File: src/rtl/sym_pwl_pkg.sv
// Shared widths, saturation limits and coefficient layout for the symmetric PWL evaluator.
package sym_pwl_pkg;
    localparam int M         = 4;
    localparam int N         = 8;
    localparam int SEG_BITS  = 3;
    localparam int SYM_CONST = 256;

    localparam int W      = M + N;
    localparam int MAG_W  = M + N - 1;
    localparam int PROD_W = 2 * W;
    localparam int SEGS   = 1 << SEG_BITS;
    localparam int SYM_ONE = 1 << N;

    typedef logic signed [W-1:0] sample_t;

    localparam sample_t SAT_MAX = {1'b0, {(W-1){1'b1}}};
    localparam sample_t SAT_MIN = {1'b1, {(W-1){1'b0}}};

    typedef struct packed {
        sample_t slope;
        sample_t icpt;
    } coef_t;
endpackage

File: src/rtl/sym_pwl_coef_ram.sv
// Per-segment slope/intercept register file: one synchronous write port, one
// combinational read port (a same-cycle write is seen only from the next cycle).
module sym_pwl_coef_ram
    import sym_pwl_pkg::*;
(
    input  logic                clk,
    input  logic                rst,
    input  logic                we,
    input  logic [SEG_BITS-1:0] waddr,
    input  coef_t               wdata,
    input  logic [SEG_BITS-1:0] raddr,
    output coef_t               rdata
);
    coef_t mem_q [SEGS];

    always_ff @(posedge clk) begin
        if (rst) begin
            for (int i = 0; i < SEGS; i++) begin
                mem_q[i] <= '0;
            end
        end else if (we) begin
            mem_q[waddr] <= wdata;
        end
    end

    assign rdata = mem_q[raddr];
endmodule

File: src/rtl/sym_pwl_eval.sv
// Folds a signed sample to |x| and evaluates a programmable PWL on it; 3-cycle valid/ready
// pipeline, bubbles collapse, output held under stall. SYM_PWL_ROUND_EN: round half-up before the shift.
module sym_pwl_eval
    import sym_pwl_pkg::*;
(
    input  logic                clk,
    input  logic                rst,
    input  logic                in_valid,
    output logic                in_ready,
    input  logic [W-1:0]        in_data,
    input  logic                cfg_we,
    input  logic [SEG_BITS-1:0] cfg_addr,
    input  logic [W-1:0]        cfg_slope,
    input  logic [W-1:0]        cfg_icpt,
    output logic                out_valid,
    input  logic                out_ready,
    output logic [W-1:0]        f_out,
    output logic [W-1:0]        s_out,
    output logic                sign_out
);
    localparam int SH_W = PROD_W - N;

    logic             s1_vld_q, s1_vld_d, s1_sign_q, s1_sign_d;
    logic [MAG_W-1:0] s1_mag_q, s1_mag_d;
    logic             s2_vld_q, s2_vld_d, s2_sign_q, s2_sign_d;
    logic [MAG_W-1:0] s2_mag_q, s2_mag_d;
    coef_t            s2_coef_q, s2_coef_d;
    logic             s3_vld_q, s3_vld_d, s3_sign_q, s3_sign_d;
    sample_t          s3_f_q, s3_f_d;

    logic             s2_acc, s3_acc;
    logic [W-1:0]     abs_full;
    logic [MAG_W-1:0] fold_mag;
    coef_t            rd_coef;

    logic signed [PROD_W-1:0] prod, prod_adj;
    logic signed [SH_W-1:0]   shifted;
    logic signed [SH_W:0]     y_wide;
    sample_t                  y_clamp;

    assign s3_acc   = !s3_vld_q || out_ready;
    assign s2_acc   = !s2_vld_q || s3_acc;
    assign in_ready = !s1_vld_q || s2_acc;

    // Only -2^(W-1) leaves bit W-1 set after negation; it saturates to the largest magnitude.
    assign abs_full = in_data[W-1] ? (~in_data) + W'(1) : in_data;
    assign fold_mag = abs_full[W-1] ? {MAG_W{1'b1}} : abs_full[MAG_W-1:0];

    sym_pwl_coef_ram u_coef_ram (
        .clk   (clk),
        .rst   (rst),
        .we    (cfg_we),
        .waddr (cfg_addr),
        .wdata ({cfg_slope, cfg_icpt}),
        .raddr (s1_mag_q[MAG_W-1 -: SEG_BITS]),
        .rdata (rd_coef)
    );

    assign prod = PROD_W'(s2_coef_q.slope) * PROD_W'($signed({1'b0, s2_mag_q}));
`ifdef SYM_PWL_ROUND_EN
    assign prod_adj = prod + PROD_W'(SYM_ONE >> 1);
`else
    assign prod_adj = prod;
`endif
    assign shifted = $signed(prod_adj[PROD_W-1:N]);
    assign y_wide  = (SH_W+1)'(shifted) + (SH_W+1)'(s2_coef_q.icpt);

    always_comb begin
        y_clamp = y_wide[W-1:0];
        if (y_wide > (SH_W+1)'(SAT_MAX)) begin
            y_clamp = SAT_MAX;
        end else if (y_wide < (SH_W+1)'(SAT_MIN)) begin
            y_clamp = SAT_MIN;
        end
    end

    // Data registers load only with a valid sample so a stalled or idle output stays put.
    always_comb begin
        s1_vld_d  = s1_vld_q;
        s1_sign_d = s1_sign_q;
        s1_mag_d  = s1_mag_q;
        s2_vld_d  = s2_vld_q;
        s2_sign_d = s2_sign_q;
        s2_mag_d  = s2_mag_q;
        s2_coef_d = s2_coef_q;
        s3_vld_d  = s3_vld_q;
        s3_sign_d = s3_sign_q;
        s3_f_d    = s3_f_q;
        if (in_ready) begin
            s1_vld_d = in_valid;
            if (in_valid) begin
                s1_sign_d = in_data[W-1];
                s1_mag_d  = fold_mag;
            end
        end
        if (s2_acc) begin
            s2_vld_d = s1_vld_q;
            if (s1_vld_q) begin
                s2_sign_d = s1_sign_q;
                s2_mag_d  = s1_mag_q;
                s2_coef_d = rd_coef;
            end
        end
        if (s3_acc) begin
            s3_vld_d = s2_vld_q;
            if (s2_vld_q) begin
                s3_sign_d = s2_sign_q;
                s3_f_d    = y_clamp;
            end
        end
    end

    always_ff @(posedge clk) begin
        if (rst) begin
            s1_vld_q  <= 1'b0;
            s1_sign_q <= 1'b0;
            s1_mag_q  <= '0;
            s2_vld_q  <= 1'b0;
            s2_sign_q <= 1'b0;
            s2_mag_q  <= '0;
            s2_coef_q <= '0;
            s3_vld_q  <= 1'b0;
            s3_sign_q <= 1'b0;
            s3_f_q    <= '0;
        end else begin
            s1_vld_q  <= s1_vld_d;
            s1_sign_q <= s1_sign_d;
            s1_mag_q  <= s1_mag_d;
            s2_vld_q  <= s2_vld_d;
            s2_sign_q <= s2_sign_d;
            s2_mag_q  <= s2_mag_d;
            s2_coef_q <= s2_coef_d;
            s3_vld_q  <= s3_vld_d;
            s3_sign_q <= s3_sign_d;
            s3_f_q    <= s3_f_d;
        end
    end

    assign out_valid = s3_vld_q;
    assign f_out     = s3_f_q;
    assign sign_out  = s3_sign_q;
    assign s_out     = s3_vld_q ? W'(SYM_CONST) : '0;
endmodule

File: config.mk
export PLATFORM = sky130hd
export DESIGN_NAME = sym_pwl_eval
export DESIGN_NICKNAME = d
export VERILOG_FILES = /design/src/rtl/sym_pwl_pkg.sv /design/src/rtl/sym_pwl_coef_ram.sv /design/src/rtl/sym_pwl_eval.sv
export SDC_FILE = /design/constraint.sdc
export NUM_CORES = 1
export LEC_CHECK = 0
export BUFFER_PORTS_ARGS = -buffer_cell sky130_fd_sc_hd__buf_2
export CORE_MARGIN = 2
export CORE_UTILIZATION = 45
export CTS_CLUSTER_SIZE = 12
export DETAILED_ROUTE_END_ITERATION = 8
export PLACE_DENSITY = 0.58
export REMOVE_ABC_BUFFERS = 1
export SETUP_SLACK_MARGIN = 0.5
export SYNTH_ARGS = -nofsm -noshare
export SYNTH_HDL_FRONTEND = slang
export SYNTH_SLANG_ARGS = --single-unit
File: constraint.sdc
create_clock -name clk -period 16.2 [get_ports clk]
set_clock_uncertainty 0.15 [all_clocks]
set_input_delay 1.62 -clock clk [delete_from_list [all_inputs] [get_ports clk]]
set_output_delay 1.62 -clock clk [all_outputs]
set_load 0.05 [all_outputs]
# Word-level counts from Yosys, hierarchy flattened
# Memory sizes are Yosys's and may differ from the RTL's. A register that Yosys moved wholly into a read port is not among the register bits.
# Cells that the tools add are included.
dict set report totals {
  register_bits 40
  ramBits 192
  input_bits 44
  wordCells 39
  mem_count 1
}
dict set report op_classes {
  add_sub_neg 2
  mul 1
  order_cmp 2
  n_mux 13
  bitwise_logic 1
  reduce_logical 10
}
# name words word_bits read_ports rd_clocked_by_memory_dff wr line
set mem_list {}
lappend mem_list {u_coef_ram.mem_q 8 24 1 1 8 sym_pwl_coef_ram.sv:14} ;# coef_t mem_q [SEGS];
# op n
set op_table {}
lappend op_table {{$mux W12} 3}
lappend op_table {{$mul A12 B12 Y24} 1}
lappend op_table {{$mux W24} 1}
lappend op_table {{$reduce_or A24 Y1} 1}
lappend op_table {{$add A16 B12 Y17} 1}
lappend op_table {{$gt A17 B12 Y1 const B} 1}
lappend op_table {{$lt A17 B12 Y1 const B} 1}
lappend op_table {{$add A12 B1 Y12 const B} 1}
lappend op_table {{$not A12 Y12} 1}
lappend op_table {{$mux W11} 1}
lappend op_table {{$mux W9} 1}
lappend op_table {{$mux W1} 6}
lappend op_table {{$reduce_and A2 Y1} 3}
lappend op_table {{$logic_not A1 Y1} 3}
lappend op_table {{$logic_or A1 B1 Y1} 3}
lappend op_table {{$mux W3} 1}

# Depth between registers and ports, before layout
dict set report logic_depth {
  depth_word 5
  mapped_depth 31
  ltp_nobuf 29
}

# Modules after synthesis
# A second synthesis with hierarchy kept.
dict set report unflattened {
  cells_unflattened 1559
  area_unflattened_um2 16985.0
}
# module instances cells_per_inst area_each_um2 seq_area_each_um2
set modules_own_cells {}
lappend modules_own_cells {sym_pwl_coef_ram 1 552 8583.2 5765.5}
lappend modules_own_cells {sym_pwl_eval 1 1007 8401.8 1281.2}

# Least setup slack after synthesis
# Ideal clock, no wire load.
dict set report synth_timing {
  path_kind {reg-to-reg}
  start {register s2_coef_q[17] (netlist name)}
  end {register s3_f_q[10], in the netlist f_out[10]}
  arrival_ps 6788
  path_slack_ps 9171
  path_stages_with_launch 31
  path_buffers 3
  path_cell_list {dfxtp_1 clkbuf_1 and2_1 fa_1 inv_1 fa_1 inv_1 fa_1 fa_1 inv_1 fa_1 inv_1 ha_1 and3_1 a311oi_1 o21ai_0 o2111ai_1 nand2_1 o21a_1 nor2_1 xnor2_1 ha_1 buf_2 nand2_1 o21ai_1 a41oi_1 a211oi_1 o31a_1 clkbuf_1 a21oi_1 a311oi_1}
}
dict set report synth_between {
  elab_chain_len 5
  word_cells_on_any_way 6
  cone_classes {add/sub: 1; mul: 1; order compare: 2; mux: 2}
}
# element line
set synth_rtl {}
lappend synth_rtl {{start, declared} sym_pwl_eval.sv:27} ;# coef_t s2_coef_q, s2_coef_d;
lappend synth_rtl {{start signal, assigned} sym_pwl_eval.sv:132} ;# s2_coef_q <= s2_coef_d;
lappend synth_rtl {{$mul A12 B12 Y24 (*)} sym_pwl_eval.sv:59} ;# assign prod = PROD_W'(s2_coef_q.slope) * PROD_W'($signed({1'b0, s2_mag_q}));
lappend synth_rtl {{$add A16 B12 Y17 (*)} sym_pwl_eval.sv:66} ;# assign y_wide = (SH_W+1)'(shifted) + (SH_W+1)'(s2_coef_q.icpt);
lappend synth_rtl {{$lt A17 B12 Y1} sym_pwl_eval.sv:72} ;# end else if (y_wide < (SH_W+1)'(SAT_MIN)) begin
lappend synth_rtl {{$mux W12} sym_pwl_eval.sv:72}
lappend synth_rtl {{$mux W12 (*)} sym_pwl_eval.sv:70} ;# if (y_wide > (SH_W+1)'(SAT_MAX)) begin
lappend synth_rtl {{end signal, assigned} sym_pwl_eval.sv:124} ;# s3_f_q <= '0;
lappend synth_rtl {{end signal, assigned} sym_pwl_eval.sv:135} ;# s3_f_q <= s3_f_d;
lappend synth_rtl {{end, declared} sym_pwl_eval.sv:29} ;# sample_t s3_f_q, s3_f_d;
# Every way passes the cells marked *; elsewhere a longest branch is shown, timed or not.
# A chain may end at the register's enable or synchronous reset.

# Worst setup path after layout
dict set report layout_timing {
  start {register s2_mag_q[3]}
  end {register s3_f_q[8], in the netlist f_out[8]}
}
dict set report layout_between {
  elab_chain_len 5
  word_cells_on_any_way 6
  cone_classes {add/sub: 1; mul: 1; order compare: 2; mux: 2}
}
# element line
set layout_rtl {}
lappend layout_rtl {{start, declared} sym_pwl_eval.sv:26} ;# logic [MAG_W-1:0] s2_mag_q, s2_mag_d;
lappend layout_rtl {{start signal, assigned} sym_pwl_eval.sv:131} ;# s2_mag_q <= s2_mag_d;
lappend layout_rtl {{$mul A12 B12 Y24 (*)} sym_pwl_eval.sv:59}
lappend layout_rtl {{$add A16 B12 Y17 (*)} sym_pwl_eval.sv:66}
lappend layout_rtl {{$lt A17 B12 Y1} sym_pwl_eval.sv:72}
lappend layout_rtl {{$mux W12} sym_pwl_eval.sv:72}
lappend layout_rtl {{$mux W12 (*)} sym_pwl_eval.sv:70}
# Marked as above.

==> results by group <==
Synth
  • Post-synthesis sequential area ratio: 0.417
  • Cell Area, Synth: 0.0169 mm^2
  • Avg Cell Area, Syn: 11.2 um^2
  • Synthesized flop and latch total: 256
  • Post-synthesis cell type count: 57
  • Main synth FF type: edfxtp_1
  • Syn Inst Count: 1501
  • YS warnings: 0
  • EDFF count, synth: 192
  • Fraction of registers with async set/reset: 0

Worst setup path
  • Cell repeated most along the worst path: fa_1
  • Buf/Inv on CP: 3
  • Worst setup SP type: flop
  • Crit path kind: reg -> reg
  • Crit path arrival time: 8.24 ns
  • Setup crit end kind: flop
  • Slowest CP cell: xor2_1
  • Cell family with most CP delay: adder cells
  • Crit Path Max Fanout: 13
  • Critical Path RT: 16.48 ns
  • Largest stage delay on the critical path: 0.78 ns

Placed design
  • Port bufs: 59
  • Dpl hpwl: 25300 um
  • Cell Area, Placed: 0.0175 mm^2
  • Routability congestion estimate: 0.857
  • Dpl cells: 1959

Timing
  • Endpoints failing hold: 0
  • Crit share post-route: 0.491
  • Max Slew Vio Count: 0
  • Relative slew slack: 0.242
  • Setup violations, final: 0
  • RSZ-0062 raised after global routing: false
  • Slew @ Worst Pin: 1.13 ns
  • Max Fclk: 126 MHz
  • Final min period: 7.96 ns
  • Setup TNS Final: 0 ns

Die
  • Initial Util: 0.459
  • Die W: 198 um
  • Vert. Die Dim: 198 um
  • Die Area: 0.0391 mm^2
  • IO Pins: 71
  • Row count: 70
  • Core area: 0.0368 mm^2

Final layout
  • Post-route cell area: 0.0183 mm^2
  • Final nets: 1757
  • Non-filler instance count after layout: 2007
  • Layout cell share with drive strength beyond 1: 0.119
  • P&R area growth vs syn: 8.62%
  • Core Util, Final: 0.499

Power
  • NetSw: 397 uW
  • Seq pwr share: 0.497
  • Clk pwr share: 0.373
  • Peak VDD IR: 71.7 uV
  • PwrDens: 85.0 mW/mm^2
  • Static Leak: 0.00762 uW
  • Switching Fraction: 0.255
  • Pint: 1160 uW
  • Combinational power share: 0.131

GRT
  • Largest net degree at the start of global routing: 76
  • Grt ovf: 0
  • Total GRT Usage: 0.204
  • Antenna violations before repair: 5
  • First-pass GRT wire length: 61500 um
  • Vias in the first global route: 11300

Clocking
  • Worst-path clk slew: 0.06 ns
  • Setup Fix Bufs, Post-CTS: 0
  • Clk_lat worst skew: 0.53 ns
  • CTS tree: done
  • Clock Tree Root: clkbuf_16
  • Cts repair resizes: 0
  • H-tree depth: 1
  • Sink Count: 256
  • Hold-fix buffers, CTS: 0
  • CTS Buffer Depth: 3
  • TritonCTS Buffers: 27

Routing
  • Via Count: 10700
  • Final WL: 38000 um
  • Drt drc: 0
  • WL per Instance: 18.9 um
  • 1st-pass router iterations: 5
  • Via density: 5.31
  • Antenna-violating nets left: 0
  • Initial DRC Count: 540

Outcome
  • Status: finished, final reports clean

Worst hold path
  • Hold Crit Class: reg -> reg

Flow run
  • # Max-Cap Violations: 0
[layout make-up]
class | instances | area, um^2
antenna | 2 | 5.00
clock buffer | 40 | 764
clock inverter | 6 | 52.6
fill | 3348 | 18400
inverter | 176 | 661
multi-input combinational | 987 | 8820
sequential | 256 | 7050
tap | 468 | 586
timing repair buffer | 72 | 393
[layer usage]
| metal | vias to the layer above | part of all wire | wire, um | track usage |
|---|---|---|---|---|
| met2 | 192 | 0.49 | 18700 | 0.356 |
| met5 | - | 0.0010 | 38 | 0 |
| li1 | 5047 | - | - | - |
| met4 | 6 | 0.022 | 830 | 0.0496 |
| met1 | 5359 | 0.44 | 16800 | 0.272 |
| met3 | 55 | 0.042 | 1590 | 0.0249 |
[path summary, 6_finish.rpt]
check              start         to  slack, ns  cells past startpoint
max reg2reg  s2_mag_q[3]   f_out[8]       8.24                     26
max          s2_mag_q[3]   f_out[8]       8.24                     26
min            s2_sign_q  s2_sign_q       0.30                      2
min reg2reg    s2_sign_q  s2_sign_q       0.30                      2
[worst register-to-register path: stages (launching register included)]
cell	delay, ns
dfxtp_1	0.63
nand2_1	0.16
fa_1	0.54
fa_1	0.52
inv_1	0.06
fa_1	0.51
fa_1	0.55
inv_1	0.05
fa_1	0.53
inv_1	0.04
ha_1	0.32
and3_1	0.21
a311oi_1	0.25
o21ai_0	0.18
o21ai_0	0.18
nand2b_1	0.10
a211oi_1	0.24
nor2_1	0.08
ha_1	0.38
and3_1	0.21
nand4_1	0.11
a21oi_2	0.19
nor3_2	0.09
a21oi_1	0.18
xor2_1	0.78
o21ai_2	0.33
a311oi_1	0.30
[power groups by stage]
stage	logic, uW	clock network (uW)	registers, uW
after floorplan	133	0	788
after global placement	204	0	787
after detailed placement	206	0	789
after CTS	207	592	775
after global routing	226	614	780
final	204	581	774
[cell usage in the layout (no fill, tap or decap), types with 13 or more instances in the layout]
cell / instances
a211oi_1: 39
a21oi_1: 50
and2_1: 231
buf_2: 59
buf_4: 13
clkbuf_16: 27
dfxtp_1: 61
edfxtp_1: 192
fa_1: 125
ha_1: 68
inv_1: 176
mux2i_1: 26
mux4_2: 48
nand2_1: 136
nand3_1: 18
nor2_1: 77
o21ai_0: 15
xnor2_1: 21
xor2_1: 17
[flip-flops by register name, summed over array words and instances, names as in the netlist]
signal and cells:
f_out 12, out_valid 1, s1_mag_q 11, s1_sign_q 1
s1_vld_q 1, s2_coef_q 24, s2_mag_q 11, s2_sign_q 1
s2_vld_q 1, sign_out 1, u_coef_ram.mem_q 192
[stage by stage]
stage	hold slack [ns]	setup WS (ns)	total power (uW)
final	0.305	8.24	1560
after global placement	0.289	8.41	991
after CTS	0.305	8.18	1570
after detailed placement	0.297	8.18	995
after global routing	0.328	7.44	1620
after floorplan	0.275	9.21	921
[cells in the mapped netlist (all sizes together) (2+ instances only)]
cell     count  share of area
a211oi      39          0.017
a21o         7         0.0031
a21oi       53          0.016
a311oi      11         0.0057
a31oi        5         0.0019
and2       232          0.086
and3         3         0.0011
buf         21         0.0079
clkbuf      71          0.016
dfxtp       64          0.076
edfxtp     192           0.34
fa         125           0.15
ha          68          0.050
inv        176          0.039
mux2i       26          0.015
mux4        48          0.064
nand2      136          0.030
nand2b       7         0.0026
nand3       18         0.0053
nand3b       2        0.00089
nand4        5         0.0019
nor2        77          0.017
nor2b        5         0.0019
nor3         7         0.0024
nor3b        2        0.00089
nor4         2         0.0016
o2111ai      2         0.0010
o211ai       3         0.0016
o21a         5         0.0022
o21ai       19         0.0059
o21bai       3         0.0013
o31a         2         0.0011
o31ai        4         0.0018
o41ai        3         0.0016
or2         11         0.0041
xnor2       21          0.011
xor2        18         0.0098
[cell families after synthesis]
group / share of synthesized area
AOI/OAI and AO/OA: 0.0626
and+or+nand+nor: 0.158
muxes: 0.0794
adders and majority gates: 0.199
DFF: 0.417
other: 0.000222
buffers and inverters: 0.0628
xor gates and xnor gates: 0.0207
No activity file was read; power rests on OpenSTA's default activity.
